--- config.mk ---
export PLATFORM = sky130hd
export DESIGN_NAME = pc_sequencer
export DESIGN_NICKNAME = d
export VERILOG_FILES = /design/src/rtl/pc_sequencer.sv
export SDC_FILE = /design/constraint.sdc
export NUM_CORES = 1
export LEC_CHECK = 0
export ABC_AREA = 1
export BUFFER_PORTS_ARGS = -buffer_cell sky130_fd_sc_hd__buf_2
export CORE_MARGIN = 2
export CORE_UTILIZATION = 52
export DETAILED_ROUTE_END_ITERATION = 10
export PLACE_DENSITY = 0.93
export REMOVE_ABC_BUFFERS = 1
export SLEW_MARGIN = 20
export SYNTH_ARGS = -nofsm -noshare
export SYNTH_HDL_FRONTEND = slang
export SYNTH_SLANG_ARGS = --single-unit
--- constraint.sdc ---
create_clock -name clock -period 3.1 [get_ports clock]
set_input_delay 0.62 -clock clock [delete_from_list [all_inputs] [get_ports clock]]
set_output_delay 0.62 -clock clock [all_outputs]
set_load 0.03 [all_outputs]
--- src/rtl/pc_sequencer.sv ---
// pc_sequencer: multicycle fetch/decode/execute sequencer for a LEGv8-style core.
// It drives the program counter's select (PS) and branch operand, and issues one
// PC update per retired instruction.
//
// Ports:
//   clock, reset        rising-edge clock, asynchronous active-high reset
//   imem_ready, instr   instruction-memory handshake and fetched word
//   zero, flags         ALU zero flag and {N,Z,C,V}, sampled in EXEC
//   dmem_ready          data access complete
//   imem_req, ir_load   fetch request and IR load strobe (ir_load = FETCH & imem_ready)
//   ir                  latched instruction
//   PS                  00 hold, 01 PC+4, 10 PC<=in, 11 PC+4+in*4
//   branch_offset       imm - 1 in words, so that PC+4+in*4 lands on PC+imm*4
//   pc_in_sel, br_reg   BR register select and source register ir[9:5]
//   mem_req, mem_write  data memory request; write asserted for STUR
//   instr_count         retired-instruction counter
//   halted, fault       sticky terminal states
//
// state  | meaning
// FETCH  | request instruction, wait for imem_ready (bounded by TIMEOUT)
// DECODE | detect HLT
// EXEC   | classify instruction, resolve branch condition
// MEM    | wait for dmem_ready on LDUR/STUR (bounded by TIMEOUT)
// UPDATE | one-cycle PC update pulse, count retired instruction
// HALT   | stopped by HLT until reset
// FAULT  | memory timeout, stopped until reset
module pc_sequencer #(
  parameter int TIMEOUT = 16
) (
  input  logic        clock,
  input  logic        reset,
  input  logic        imem_ready,
  input  logic [31:0] instr,
  input  logic        zero,
  input  logic [3:0]  flags,
  input  logic        dmem_ready,
  output logic        imem_req,
  output logic        ir_load,
  output logic [31:0] ir,
  output logic [1:0]  PS,
  output logic [63:0] branch_offset,
  output logic        pc_in_sel,
  output logic [4:0]  br_reg,
  output logic        mem_req,
  output logic        mem_write,
  output logic [31:0] instr_count,
  output logic        halted,
  output logic        fault
);

  localparam logic [2:0] S_FETCH  = 3'd0;
  localparam logic [2:0] S_DECODE = 3'd1;
  localparam logic [2:0] S_EXEC   = 3'd2;
  localparam logic [2:0] S_MEM    = 3'd3;
  localparam logic [2:0] S_UPDATE = 3'd4;
  localparam logic [2:0] S_HALT   = 3'd5;
  localparam logic [2:0] S_FAULT  = 3'd6;

  localparam logic [31:0] HLT_WORD = 32'hD440_0000;
  localparam int WW = $clog2(TIMEOUT + 1);
  localparam logic [WW-1:0] WLAST = WW'(TIMEOUT - 1);

  logic [2:0]    state;
  logic [WW-1:0] wcnt;
  logic          taken;

  logic op_b, op_cbz, op_cbnz, op_bcond, op_br, op_ldur, op_stur;

  assign op_b     = (ir[31:26] == 6'b000101) || (ir[31:26] == 6'b100101);
  assign op_cbz   = (ir[31:24] == 8'hB4);
  assign op_cbnz  = (ir[31:24] == 8'hB5);
  assign op_bcond = (ir[31:24] == 8'h54);
  assign op_br    = (ir[31:21] == 11'b11010110000);
  assign op_ldur  = (ir[31:21] == 11'b11111000010);
  assign op_stur  = (ir[31:21] == 11'b11111000000);

  // flags = {N,Z,C,V}
  function automatic logic cond_true(input logic [3:0] c, input logic [3:0] f);
    logic n, z, cy, v;
    n  = f[3];
    z  = f[2];
    cy = f[1];
    v  = f[0];
    case (c)
      4'h0:    cond_true = z;
      4'h1:    cond_true = ~z;
      4'h2:    cond_true = cy;
      4'h3:    cond_true = ~cy;
      4'h4:    cond_true = n;
      4'h5:    cond_true = ~n;
      4'h6:    cond_true = v;
      4'h7:    cond_true = ~v;
      4'h8:    cond_true = cy & ~z;
      4'h9:    cond_true = ~(cy & ~z);
      4'hA:    cond_true = (n == v);
      4'hB:    cond_true = (n != v);
      4'hC:    cond_true = ~z & (n == v);
      4'hD:    cond_true = ~(~z & (n == v));
      default: cond_true = 1'b1;
    endcase
  endfunction

  // Offset is a pure function of the latched IR, so it is stable for the whole
  // EXEC..UPDATE window without a separate register.
  always_comb begin
    branch_offset = 64'd0;
    if (op_b)
      branch_offset = {{38{ir[25]}}, ir[25:0]} - 64'd1;
    else if (op_cbz || op_cbnz || op_bcond)
      branch_offset = {{45{ir[23]}}, ir[23:5]} - 64'd1;
  end

  always_ff @(posedge clock or posedge reset) begin
    if (reset) begin
      state       <= S_FETCH;
      ir          <= 32'd0;
      wcnt        <= '0;
      instr_count <= 32'd0;
      taken       <= 1'b0;
    end else begin
      case (state)
        S_FETCH: begin
          if (imem_ready) begin
            ir    <= instr;
            state <= S_DECODE;
          end else if (wcnt == WLAST) begin
            state <= S_FAULT;
          end else begin
            wcnt <= wcnt + WW'(1);
          end
        end
        S_DECODE: state <= (ir == HLT_WORD) ? S_HALT : S_EXEC;
        S_EXEC: begin
          taken <= op_b | (op_cbz & zero) | (op_cbnz & ~zero) |
                   (op_bcond & cond_true(ir[3:0], flags));
          if (op_ldur || op_stur) begin
            wcnt  <= '0;
            state <= S_MEM;
          end else begin
            state <= S_UPDATE;
          end
        end
        S_MEM: begin
          if (dmem_ready) begin
            state <= S_UPDATE;
          end else if (wcnt == WLAST) begin
            state <= S_FAULT;
          end else begin
            wcnt <= wcnt + WW'(1);
          end
        end
        S_UPDATE: begin
          instr_count <= instr_count + 32'd1;
          wcnt        <= '0;
          state       <= S_FETCH;
        end
        S_HALT:  state <= S_HALT;
        S_FAULT: state <= S_FAULT;
        default: state <= S_FAULT;
      endcase
    end
  end

  always_comb begin
    PS = 2'b00;
    if (state == S_UPDATE) begin
      if (taken)      PS = 2'b11;
      else if (op_br) PS = 2'b10;
      else            PS = 2'b01;
    end
  end

  assign imem_req  = (state == S_FETCH);
  assign ir_load   = (state == S_FETCH) && imem_ready;
  assign mem_req   = (state == S_MEM);
  assign mem_write = (state == S_MEM) && op_stur;
  assign pc_in_sel = op_br && ((state == S_EXEC) || (state == S_UPDATE));
  assign br_reg    = ir[9:5];
  assign halted    = (state == S_HALT);
  assign fault     = (state == S_FAULT);

endmodule

# After elaboration in Yosys (flattened, before gate mapping)
# Index checks and enable logic that the tools add are counted.
# totals
ff_bits,73
inputBits,41
word_cells,89
# classes
n_addsub,4
eq_ne,34
muxes,18
bitwise_logic,15
n_reduce_logical,13
# op_table
operator,count
$mux 64,2
$eq 11x11->1 const B,3
$add 32x1->32 const B,1
$eq 32x32->1 const B,1
$sub 26x2->27 const B,1
$eq 4x4->1 const B,6
$mux 5,4
$pmux 5 s4,1
$sub 19x2->20 const B,1
$pmux 3 s6,1
$eq 4x3->1 const B,4
$eq 8x8->1 const B,2
$mux 3,5
$pmux 1 s14,1
$eq 3x3->1 const B,3
$eq 4x2->1 const B,2
$eq 8x7->1 const B,1
$not 1->1,7
$eq 3x2->1 const B,2
$eq 6x3->1 const B,1
$eq 6x6->1 const B,1
$mux 2,3
$ne 2x2->1 const B,3
$add 5x1->5 const B,1
other kinds (15),27

# Depth between registers and ports, before layout
# Gate-level depths: netlist of the first run.
# logic_depth
word_depth,7
ltp_mapped,13
depth_no_buf,12

# Least setup slack after synthesis of the first run
# Ideal clock, no wire load.
# synth_timing
path_type,flip-flop to output port
from,register ir[0]
to,output branch_offset[27]
arrival_ps,2629
required_time_ps,2480
setup_slack_ps,-149
stages_incl_launch_ff,11
n_path_buf,2
cell_sequence,dfrtp_1 > inv_1 > ha_1 > buf_2 > nand2_2 > nor2_1 > nand3_1 > nor2_1 > o21ai_0 > nand2_1 > buf_4
# synth_between
elab_chain_len,2
# synth_rtl
item,line,rtl
from (decl),39,"output logic [31:0] ir,"
from (signal assigned),124,ir <= instr;
$sub 26x2->27,108,"branch_offset = {{38{ir[25]}}, ir[25:0]} - 64'd1;"
$mux 64,107,if (op_b)
to (decl),41,"output logic [63:0] branch_offset,"
# No other way between the ends.

# Worst setup path after layout of the first run
# layout_timing
from,register ir[0]
to,output branch_offset[16]
# Same word-level chain as after synthesis.

==> results.json, run 1 <==
{
  "outcome": "finished clean",
  "fin_ws_ns": 0.07928,
  "drtPass1Iterations": 5,
  "initial_core_util_pct": 52.81,
  "seqCellArea_um2": 1829,
  "synthTopCellsByArea": "dfrtp_1 34%, nand2_1 15%, buf_4 6.1%",
  "clockRootBuffer": "clkbuf_8",
  "via_count": 5648,
  "place_congestion": 0.9619,
  "path_buf_inv": 3,
  "power_w": 0.002282,
  "synth_largest_area_cell": "dfrtp_1",
  "nFillCells": 884,
  "drtIter0Drc": 539,
  "period_share_pct": 97.44,
  "holdWs_ns": 0.3168,
  "avgRoutedWirePerCell_um": 14.91,
  "final_nets": 972,
  "worstMarginPinSlew_ns": 0.5912,
  "finalWirelength_um": 15870,
  "final_cell_area_um2": 6536,
  "drv_slew": 0,
  "crit_type": "flip-flop to output port",
  "regToRegEndpoint": "state[1]",
  "worstRegToRegCells": 9,
  "tns_ns": 0,
  "cts-buffers-inserted": 9,
  "syn_area_um2": 5379,
  "synth_ff_type": "dfrtp_1",
  "grt_remaining_overflow": 0,
  "pre_cts_slack_ns": 0.1301,
  "placed_cell_area_um2": 6167,
  "hpwl_um": 12190,
  "slowest_stage": "dfrtp_1",
  "worst_setup_path_start_kind": "flip-flop",
  "cp_max_fo": 9,
  "cp_cell_sequence": "inv_2 -> ha_4 -> nand2_2 -> nor2_4 -> inv_2 -> nor2_1 -> o21ai_0 -> o21ai_0 -> buf_2",
  "clk_path_buf_depth": 2,
  "clock_skew_ns": 0.01312,
  "die_h_um": 105.7,
  "crit_required_ns": 2.48,
  "max_slew_margin_pct": 60.53,
  "area_growth_syn_to_layout_pct": 21.52,
  "drc": 0,
  "dieArea_um2": 11170,
  "rrSetupSlack_ns": 1.28,
  "hold_violations": 0,
  "min_period_ns": 3.021,
  "num_antenna_cells": 0,
  "critical-path-max-stage-delay_ns": 0.44,
  "async_flop_share_pct": 100.0,
  "clkSlewWorstSetupHoldPaths_ns": 0.09,
  "synth.top_cells.by_count": "208 x nand2_1, 87 x inv_1, 86 x nor2_1, 73 x dfrtp_1, 64 x o21ai_0",
  "fmax_mhz": 331.0,
  "grt_max_degree": 62,
  "seq_area_frac_synth_pct": 33.96,
  "yosysMostFrequentCell": "nand2_1",
  "clk_latency_ns": 0.36,
  "irDropWorstVdd_v": 0.0001935,
  "synth_edf_count": 0,
  "grtUsageTotal_pct": 28.18,
  "crit_family": "simple AND/OR/NAND/NOR gates",
  "antenna_found_initial": 0,
  "ys_seq_elements": 73,
  "numPortBuffers": 182,
  "syn_inst": 773,
  "hold_path_class": "primary input to async pin",
  "endpoint_kind": "output port",
  "core-area_um2": 10180,
  "max_cap_viol_count": 0,
  "netlist.area_leader.share_pct": 33.96,
  "ctsHtreeMaxLevel": 3,
  "multi_input_area_um2": 2910,
  "viasPerCell": 5.308,
  "drive_gt1_share_pct": 28.13,
  "cts_tree": "built",
  "setup_viol": 0,
  "yosys_warnings": 0,
  "synthDistinctLibCells": 40,
  "grt_pass1_wl_um": 25110,
  "drt.antenna.violating_nets": 0,
  "power.leakage_nw": 3.528,
  "rows": 37,
  "pin_count": 183,
  "die_x_um": 105.7,
  "reg2reg_from": "ir[0]",
  "grt_pass1_vias": 5043,
  "cts.sinks": 73,
  "syn_area_per_cell_um2": 6.958,
  "crit_arrival_ns": 2.40,
  "pwr_density_cell_nw_per_um2": 349.2
}
cell families (layout without fill, tap and decap cells):
| group | Yosys count | count (layout) | share of synthesized area (%) |
|---|---|---|---|
| compound gates | 96 | 96 | 9.491 |
| xor+xnor | 41 | 41 | 6.676 |
| fa+ha+maj | 8 | 8 | 1.861 |
| buf+inv | 146 | 301 | 13.58 |
| flops | 73 | 73 | 33.96 |
| simple gates | 409 | 409 | 34.43 |
layout by cell type (no fill, tap or decap), types with 3 or more instances in the layout:
cell type | Yosys | routed
clkbuf_8 | 0 | 9
nor4_1 | 3 | 3
nand2_4 | 4 | 4
o21ai_0 | 64 | 62
buf_2 | 7 | 178
buf_4 | 44 | 12
dfrtp_1 | 73 | 71
nor2_4 | 7 | 10
o22ai_1 | 4 | 4
nand3_1 | 55 | 55
nor2_1 | 86 | 77
nor2_2 | 3 | 9
nand2_2 | 2 | 3
nor3_1 | 12 | 12
xnor2_1 | 13 | 13
inv_1 | 87 | 82
a21oi_1 | 12 | 12
inv_2 | 2 | 6
nand4_1 | 15 | 15
ha_1 | 8 | 6
nand2_1 | 208 | 207
nor3_2 | 3 | 3
bufinv_16 | 0 | 3
o21ai_1 | 9 | 9
xor2_1 | 28 | 28
clkinvlp_4 | 0 | 3
sequential cells by signal, summed over array words and instances (netlist names):
name / flops
instr_count: 32
ir: 32
wcnt: 5
state: 3
taken: 1
layer usage:
metal / up-vias / part of all wire, % / GRT usage, % / wire (um)
li1: 2736 / - / - / -
met1: 2599 / 43 / 40.29 / 6847
met5: - / 0 / 0 / 0
met2: 274 / 45 / 42.12 / 7212
met3: 39 / 8.7 / 5.690 / 1388
met4: 0 / 2.6 / 10.62 / 418
worst max path at each step:
stage          startpoint                end  slack (ns)  depth (start not counted)
2_1_floorplan       ir[0]  branch_offset[26]       -6.14                          8
3_3_place_gp        ir[5]  branch_offset[25]        0.11                         11
3_5_place_dp        ir[5]  branch_offset[21]        0.13                          9
4_1_cts             ir[5]  branch_offset[21]       0.009                          9
5_1_grt             ir[8]  branch_offset[44]       -0.17                          9
6_report            ir[0]  branch_offset[16]        0.08                          9
worst reg2reg max path: stages, from the launching register on:
cell and delay [ns]:
dfrtp_1 0.44, inv_2 0.13, ha_4 0.19, nand2_2 0.11, nor2_4 0.17, inv_2 0.12, nor2_1 0.27, nand3_1 0.12
nand2_1 0.08, nand4_1 0.07
layout make-up:
cell class                      count  area share [%]
Clock inverter                      6           1.742
Timing Repair Buffer              194           15.85
Tap cell                          136           2.603
Sequential cell                    73           27.99
Clock buffer                       10           1.953
Inverter                           91           5.341
Multi-Input combinational cell    554           44.53
stage by stage:
| step | std cells | util (%) |
|---|---|---|
| CTS | 1062 | 63.14 |
| detailed placement | 1046 | 60.55 |
| global placement | 1046 | 60.55 |
| finish | 1064 | 64.18 |
| floorplan | 718 | - |
| global route | 1064 | 64.18 |
where the power goes:
group	switching [W]	internal, W
clock	0.000394	0.000538
sequential	0.0000443	0.000978
combinational	0.000228	0.0000995
timing repair:
item                       in CTS  in global routing
pin swaps                       0                  1
setup buffers                   0                  2
hold endpoints to repair        0                  0
hold buffers                    0                  0
resized for setup              10                 26
setup endpoints to repair      44                 48
(Power assumes the default switching activity.)
==> inputs of run 2 (changes only) <==
--- a/config.mk
+++ b/config.mk
@@ -5,12 +5,11 @@
 export SDC_FILE = /design/constraint.sdc
 export NUM_CORES = 1
 export LEC_CHECK = 0
-export ABC_AREA = 1
 export BUFFER_PORTS_ARGS = -buffer_cell sky130_fd_sc_hd__buf_2
 export CORE_MARGIN = 2
-export CORE_UTILIZATION = 52
+export CORE_UTILIZATION = 50
 export DETAILED_ROUTE_END_ITERATION = 10
-export PLACE_DENSITY = 0.93
+export PLACE_DENSITY = 0.92
 export REMOVE_ABC_BUFFERS = 1
 export SLEW_MARGIN = 20
 export SYNTH_ARGS = -nofsm -noshare
==> results.json, run 2 <==
{
  "crit_arrival_ns": 2.58,
  "combPwrFrac_pct": 3.8,
  "rrSetupSlack_ns": 0.64,
  "synth_largest_area_cell": "dfrtp_1",
  "final_cell_mix": "127 x buf_2, 68 x dfrtp_1, 64 x buf_4, 37 x buf_6, 35 x xor2_1",
  "async_flop_share_pct": 100.0,
  "rsz0062_at_grt": "true",
  "clkSlewWorstSetupHoldPaths_ns": 0.08,
  "clk_latency_ns": 0.36,
  "drtIter0Drc": 302,
  "final_nets": 749,
  "grt_remaining_overflow": 0,
  "power.leakage_nw": 3.303,
  "rows": 36,
  "crit_type": "flip-flop to output port",
  "yosys_warnings": 0,
  "slowest_stage": "dfrtp_1",
  "grt_pass1_vias": 4457,
  "pin_count": 183,
  "syn_area_um2": 4948,
  "place_congestion": 0.9317,
  "finalWirelength_um": 15440,
  "antenna_found_initial": 0,
  "cts_tree": "built",
  "core-area_um2": 9684,
  "via_count": 4653,
  "irDropWorstVdd_v": 0.0001963,
  "synthTopCellsByArea": "dfrtp_1 37%, buf_4 6.8%, xor2_1 6.4%",
  "setup_viol": 45,
  "synthDistinctLibCells": 60,
  "reg_top3": "instr_count (32), ir (32), wcnt (5)",
  "yosysMostFrequentCell": "dfrtp_1",
  "cts.sinks": 73,
  "min_period_ns": 3.203,
  "nFillCells": 704,
  "syn_inst": 520,
  "hold_path_class": "primary input to async pin",
  "period_share_pct": 103.3,
  "clockPowerShare_pct": 39.3,
  "fin_ws_ns": -0.1028,
  "dieArea_um2": 10710,
  "viasPerCell": 5.559,
  "power.switching_w": 0.0003947,
  "internal_power_w": 0.001289,
  "layout_commonest_cell": "buf_2",
  "die_x_um": 103.5,
  "endpoint_kind": "output port",
  "worstMarginPinSlew_ns": 0.8170,
  "violations": "negative setup slack",
  "syn_area_per_cell_um2": 9.516,
  "grt_pass1_wl_um": 22450,
  "ctsHtreeMaxLevel": 3,
  "power_w": 0.001683,
  "synth.top_cells.by_count": "73 x dfrtp_1, 45 x buf_4, 36 x xor2_1, 35 x xnor2_1, 34 x nor2_1",
  "cts-buffers-inserted": 9,
  "p_sw_share_pct": 23.45,
  "die_h_um": 103.5,
  "clock_skew_ns": 0.009225,
  "worst_setup_path_start_kind": "flip-flop",
  "cp_max_fo": 8,
  "hold_violations": 0,
  "path_buf_inv": 5,
  "drive_gt1_share_pct": 46.73,
  "synth_ff_type": "dfrtp_1",
  "netlist.area_leader.share_pct": 36.92,
  "drt.antenna.violating_nets": 0,
  "crit_required_ns": 2.48,
  "clockRootBuffer": "clkbuf_8",
  "hpwl_um": 10090,
  "crit_family": "simple AND/OR/NAND/NOR gates",
  "grtUsageTotal_pct": 27.12,
  "ctsHoldBuffers": 0,
  "max_cap_viol_count": 0,
  "drv_slew": 0,
  "clk_path_buf_depth": 2,
  "initial_core_util_pct": 51.10,
  "outcome": "complete, but fails checks",
  "num_antenna_cells": 0,
  "holdWs_ns": 0.4145,
  "numPortBuffers": 182,
  "pwr_density_cell_nw_per_um2": 251.5,
  "avgRoutedWirePerCell_um": 18.44,
  "drc": 0,
  "crit_top_cell": "buf_4",
  "seq_area_frac_synth_pct": 36.92,
  "area_growth_syn_to_layout_pct": 35.25,
  "fmax_mhz": 312.2,
  "synth_edf_count": 0,
  "critical-path-max-stage-delay_ns": 0.52,
  "cp_cell_sequence": "nor3_2 -> nand4_1 -> buf_4 -> nor4_4 -> buf_4 -> buf_4 -> buf_4 -> xnor2_1 -> o21ai_1 -> buf_4",
  "drtPass1Iterations": 5,
  "grt_max_degree": 39,
  "p_seq_share_pct": 56.9,
  "max_slew_margin_pct": 45.45,
  "ys_seq_elements": 73
}
[run 2: cell types whose count changed after synthesis, moves of 9 or more]
| cell | before | now |
|---|---|---|
| nand2_1 | 208 | 31 |
| inv_1 | 87 | 17 |
| nor2_1 | 86 | 34 |
| o21ai_0 | 64 | 16 |
| mux2_2 | 0 | 27 |
| nand3_1 | 55 | 30 |
| xnor2_1 | 13 | 35 |
| o22ai_1 | 4 | 20 |
| clkbuf_1 | 3 | 12 |
[run 2: final timing paths]
check,from,endpoint,cells after the start
max in group asynchronous,reset,ir[10],3
worst max-delay path,ir[17],branch_offset[24],10
min in group clock,instr[24],ir[24],3
worst min-delay path,reset,instr_count[4],2
worst min register to register,instr_count[31],instr_count[31],1
worst max register to register,ir[0],state[1],10
[run 2: power by group through the flow]
| stage | registers (W) | logic, W | clock network (W) |
|---|---|---|---|
| after floorplan | 0.000976 | 0.0000266 | 0 |
| after global placement | 0.000976 | 0.0000622 | 0 |
| after detailed placement | 0.000976 | 0.0000653 | 0 |
| after CTS | 0.000957 | 0.0000656 | 0.000670 |
| after global routing | 0.000957 | 0.0000737 | 0.000711 |
| final | 0.000957 | 0.0000645 | 0.000662 |
[run 2: metrics by stage]
stage               cells  util, %  TNS, ns  worst slack (ns)  instance area, um2
global route          837    69.11   -9.192           -0.2502                6693
floorplan             450        -  -865.08            -22.71                4469
CTS                   820    66.47   -1.808          -0.08889                6437
finish                837    69.11   -3.248           -0.1028                6693
detailed placement    787    59.28        0            0.2328                5741
global placement      787    59.28        0            0.2539                5741
[run 2: kinds of logic after synthesis]
| kind of cell | after synthesis | synth area share, % |
|---|---|---|
| simple gates | 185 | 22.02 |
| buf+inv | 87 | 10.97 |
| flops | 73 | 36.92 |
| xor+xnor | 71 | 12.57 |
| compound gates | 65 | 8.546 |
| mux | 31 | 6.953 |
| fa+ha+maj | 8 | 2.023 |
[run 2: final cells by class]
type	instances	area, um2	share of cell area (%)
multi-input combinational	360	2731	40.81
tap	133	166.4	2.486
clock buffer	12	145.1	2.169
clock inverter	3	17.52	0.2617
sequential	73	1833	27.39
inverter	17	68.82	1.028
timing repair buffer	239	1730	25.86
[run 2: per-layer routing]
| layer | vias up | global-route usage [%] | routed length [um] |
|---|---|---|---|
| met3 | 50 | 4.570 | 1005 |
| met2 | 216 | 45.06 | 7753 |
| met1 | 2233 | 35.10 | 6206 |
| met4 | 0 | 11.34 | 470 |
| li1 | 2154 | - | - |
| met5 | - | 0 | 0 |
[run 2: worst register-to-register path, delay by kind of cell (launching register included)]
family	cells	cell delay, ns
fa+ha+maj	1	0.13
flops	1	0.45
buf+inv	4	0.51
simple gates	5	1.24
[run 2: what timing repair did]
action	4_1_cts	5_1_grt
buffers inserted	16	16
pin swaps	11	20
gates cloned	2	1
resized for setup	123	29
setup endpoints to repair	51	56
==> inputs of run 3 (changes only) <==
--- a/config.mk
+++ b/config.mk
@@ -6,6 +6,7 @@
 export NUM_CORES = 1
 export LEC_CHECK = 0
 export BUFFER_PORTS_ARGS = -buffer_cell sky130_fd_sc_hd__buf_2
+export CORE_ASPECT_RATIO = 0.9
 export CORE_MARGIN = 2
 export CORE_UTILIZATION = 50
 export DETAILED_ROUTE_END_ITERATION = 10
==> results.json, run 3 (synthesized netlist as in run 2, its figures left out) <==
{
  "worstSetupEndpoint": "branch_offset[23]",
  "drv_slew": 0,
  "clk_latency_ns": 0.35,
  "power.leakage_nw": 3.362,
  "cp_num_cells": 9,
  "max_cap_viol_count": 0,
  "via_count": 4991,
  "rrSetupSlack_ns": 0.65,
  "cts_tree": "built",
  "clockPowerShare_pct": 48.4,
  "initial_core_util_pct": 51.24,
  "ctsHoldBuffers": 0,
  "period_share_pct": 105.4,
  "worstRegToRegCells": 9,
  "dieArea_um2": 10710,
  "area_growth_syn_to_layout_pct": 38.00,
  "fmax_mhz": 306.0,
  "violations": "negative setup slack",
  "combPwrFrac_pct": 3.3,
  "p_sw_share_pct": 22.07,
  "crit_required_ns": 2.48,
  "layout_commonest_cell": "buf_2",
  "grt_pass1_wl_um": 23870,
  "drive_gt1_share_pct": 45.64,
  "critical-path-max-stage-delay_ns": 0.42,
  "viasPerCell": 6.050,
  "place_congestion": 0.9065,
  "grt_pass1_vias": 4738,
  "reg2reg_from": "ir[0]",
  "pwr_density_cell_nw_per_um2": 289.9,
  "internal_power_w": 0.001543,
  "p_seq_share_pct": 48.4,
  "grt_max_degree": 43,
  "finalWirelength_um": 17100,
  "worst_setup_path_start_kind": "flip-flop",
  "crit_type": "flip-flop to output port",
  "cp_cell_sequence": "inv_2 -> ha_4 -> or3b_4 -> nor4_4 -> buf_6 -> nand4_1 -> xor2_1 -> o21ai_1 -> buf_4",
  "grtUsageTotal_pct": 28.38,
  "path_buf_inv": 3,
  "layout.cells.non_filler": 825,
  "grt_remaining_overflow": 0,
  "cts.sinks": 73,
  "drtPass1Iterations": 5,
  "antenna_found_initial": 0,
  "critPathLaunch": "ir[6]",
  "drc": 0,
  "avgRoutedWirePerCell_um": 20.72,
  "slowest_stage": "dfrtp_1",
  "fin_ws_ns": -0.1678,
  "clock_skew_ns": 0.01640,
  "min_period_ns": 3.268,
  "endpoint_kind": "output port",
  "max_slew_margin_pct": 51.74,
  "clockRootBuffer": "clkbuf_8",
  "final_cell_mix": "128 x buf_2, 70 x dfrtp_1, 52 x buf_4, 36 x xor2_1, 35 x xnor2_1",
  "hold_path_class": "primary input to async pin",
  "numPortBuffers": 182,
  "reg_top3": "instr_count (32), ir (32), wcnt (5)",
  "hold_violations": 0,
  "holdWs_ns": 0.3847,
  "placedCellCount": 782,
  "hpwl_um": 10200,
  "final_nets": 743,
  "cp_max_fo": 6,
  "clkSlewWorstSetupHoldPaths_ns": 0.10,
  "num_antenna_cells": 0,
  "ctsHtreeMaxLevel": 3,
  "setup_viol": 45,
  "pin_count": 183,
  "drt.antenna.violating_nets": 0,
  "die_x_um": 108.9,
  "rsz0062_at_grt": "true",
  "regToRegEndpoint": "state[1]",
  "irDropWorstVdd_v": 0.0003110,
  "core-area_um2": 9657,
  "die_h_um": 98.38,
  "worstMarginPinSlew_ns": 0.7229,
  "power.switching_w": 0.0004368,
  "rows": 34,
  "drtIter0Drc": 358,
  "outcome": "complete, but fails checks",
  "crit_arrival_ns": 2.65,
  "cts-buffers-inserted": 9,
  "crit_family": "simple AND/OR/NAND/NOR gates",
  "clk_path_buf_depth": 2
}
-- run 3: stage by stage --
stage                     setup slack (ns)  utilization, %  total power, W  instance area (um2)  TNS (ns)
after detailed placement            0.1463           59.51        0.001041                 5747         0
after global placement              0.2373           59.51        0.001037                 5747         0
final                              -0.1678           70.72        0.001979                 6829    -4.074
after global routing               -0.1923           70.72        0.002032                 6829    -7.686
after CTS                         -0.06093           66.90        0.001984                 6460    -1.275
after floorplan                     -22.71               -        0.001002                 4469   -865.08
-- run 3: per-layer routing --
metal  vias to the layer above  track usage [%]  share of wire [%]
met5                         -                0                  0
met4                         0            12.43                5.6
met3                        89            6.409                9.2
met2                       367            46.01                 49
met1                      2398            36.07                 36
li1                       2137                -                  -
-- run 3: timing repair --
item	in CTS	in global routing
gates cloned	2	6
pin swaps	16	10
setup buffers	14	5
gates resized for setup	108	56
setup endpoints to repair	53	55
-- run 3: worst reg2reg max path: stages, from the launching register on --
cell,delay (ns)
dfrtp_2,0.45
inv_4,0.09
ha_4,0.13
nor4b_4,0.27
nand3_2,0.17
buf_4,0.17
buf_4,0.15
nor4_1,0.59
nand2b_1,0.19
nand4_1,0.11
-- run 3: final cells by class --
cell class | count | area [um2]
Fill cell | 640 | 2828
Multi-Input combinational cell | 360 | 2693
Sequential cell | 73 | 1831
Timing Repair Buffer | 233 | 1829
Tap cell | 126 | 157.7
Clock buffer | 10 | 137.6
Clock inverter | 6 | 115.1
Inverter | 17 | 66.31
-- run 3: power groups by stage --
stage | Sequential [W] | Combinational (W) | Clock, W
after global placement | 0.000976 | 0.0000616 | 0
after detailed placement | 0.000976 | 0.0000652 | 0
after global routing | 0.000958 | 0.0000739 | 0.00100
after floorplan | 0.000976 | 0.0000266 | 0
final | 0.000957 | 0.0000650 | 0.000957
after CTS | 0.000957 | 0.0000653 | 0.000961
-- run 3: worst min-delay path by stage --
stage               slack (ns)              end             from  depth (start not counted)
global route              0.44           ir[21]            reset                          2
floorplan                 0.45          wcnt[4]          wcnt[4]                          2
global placement          0.46          wcnt[4]          wcnt[4]                          2
finish                    0.38           ir[21]            reset                          2
CTS                       0.38           ir[19]            reset                          2
detailed placement        0.46  instr_count[31]  instr_count[31]                          1
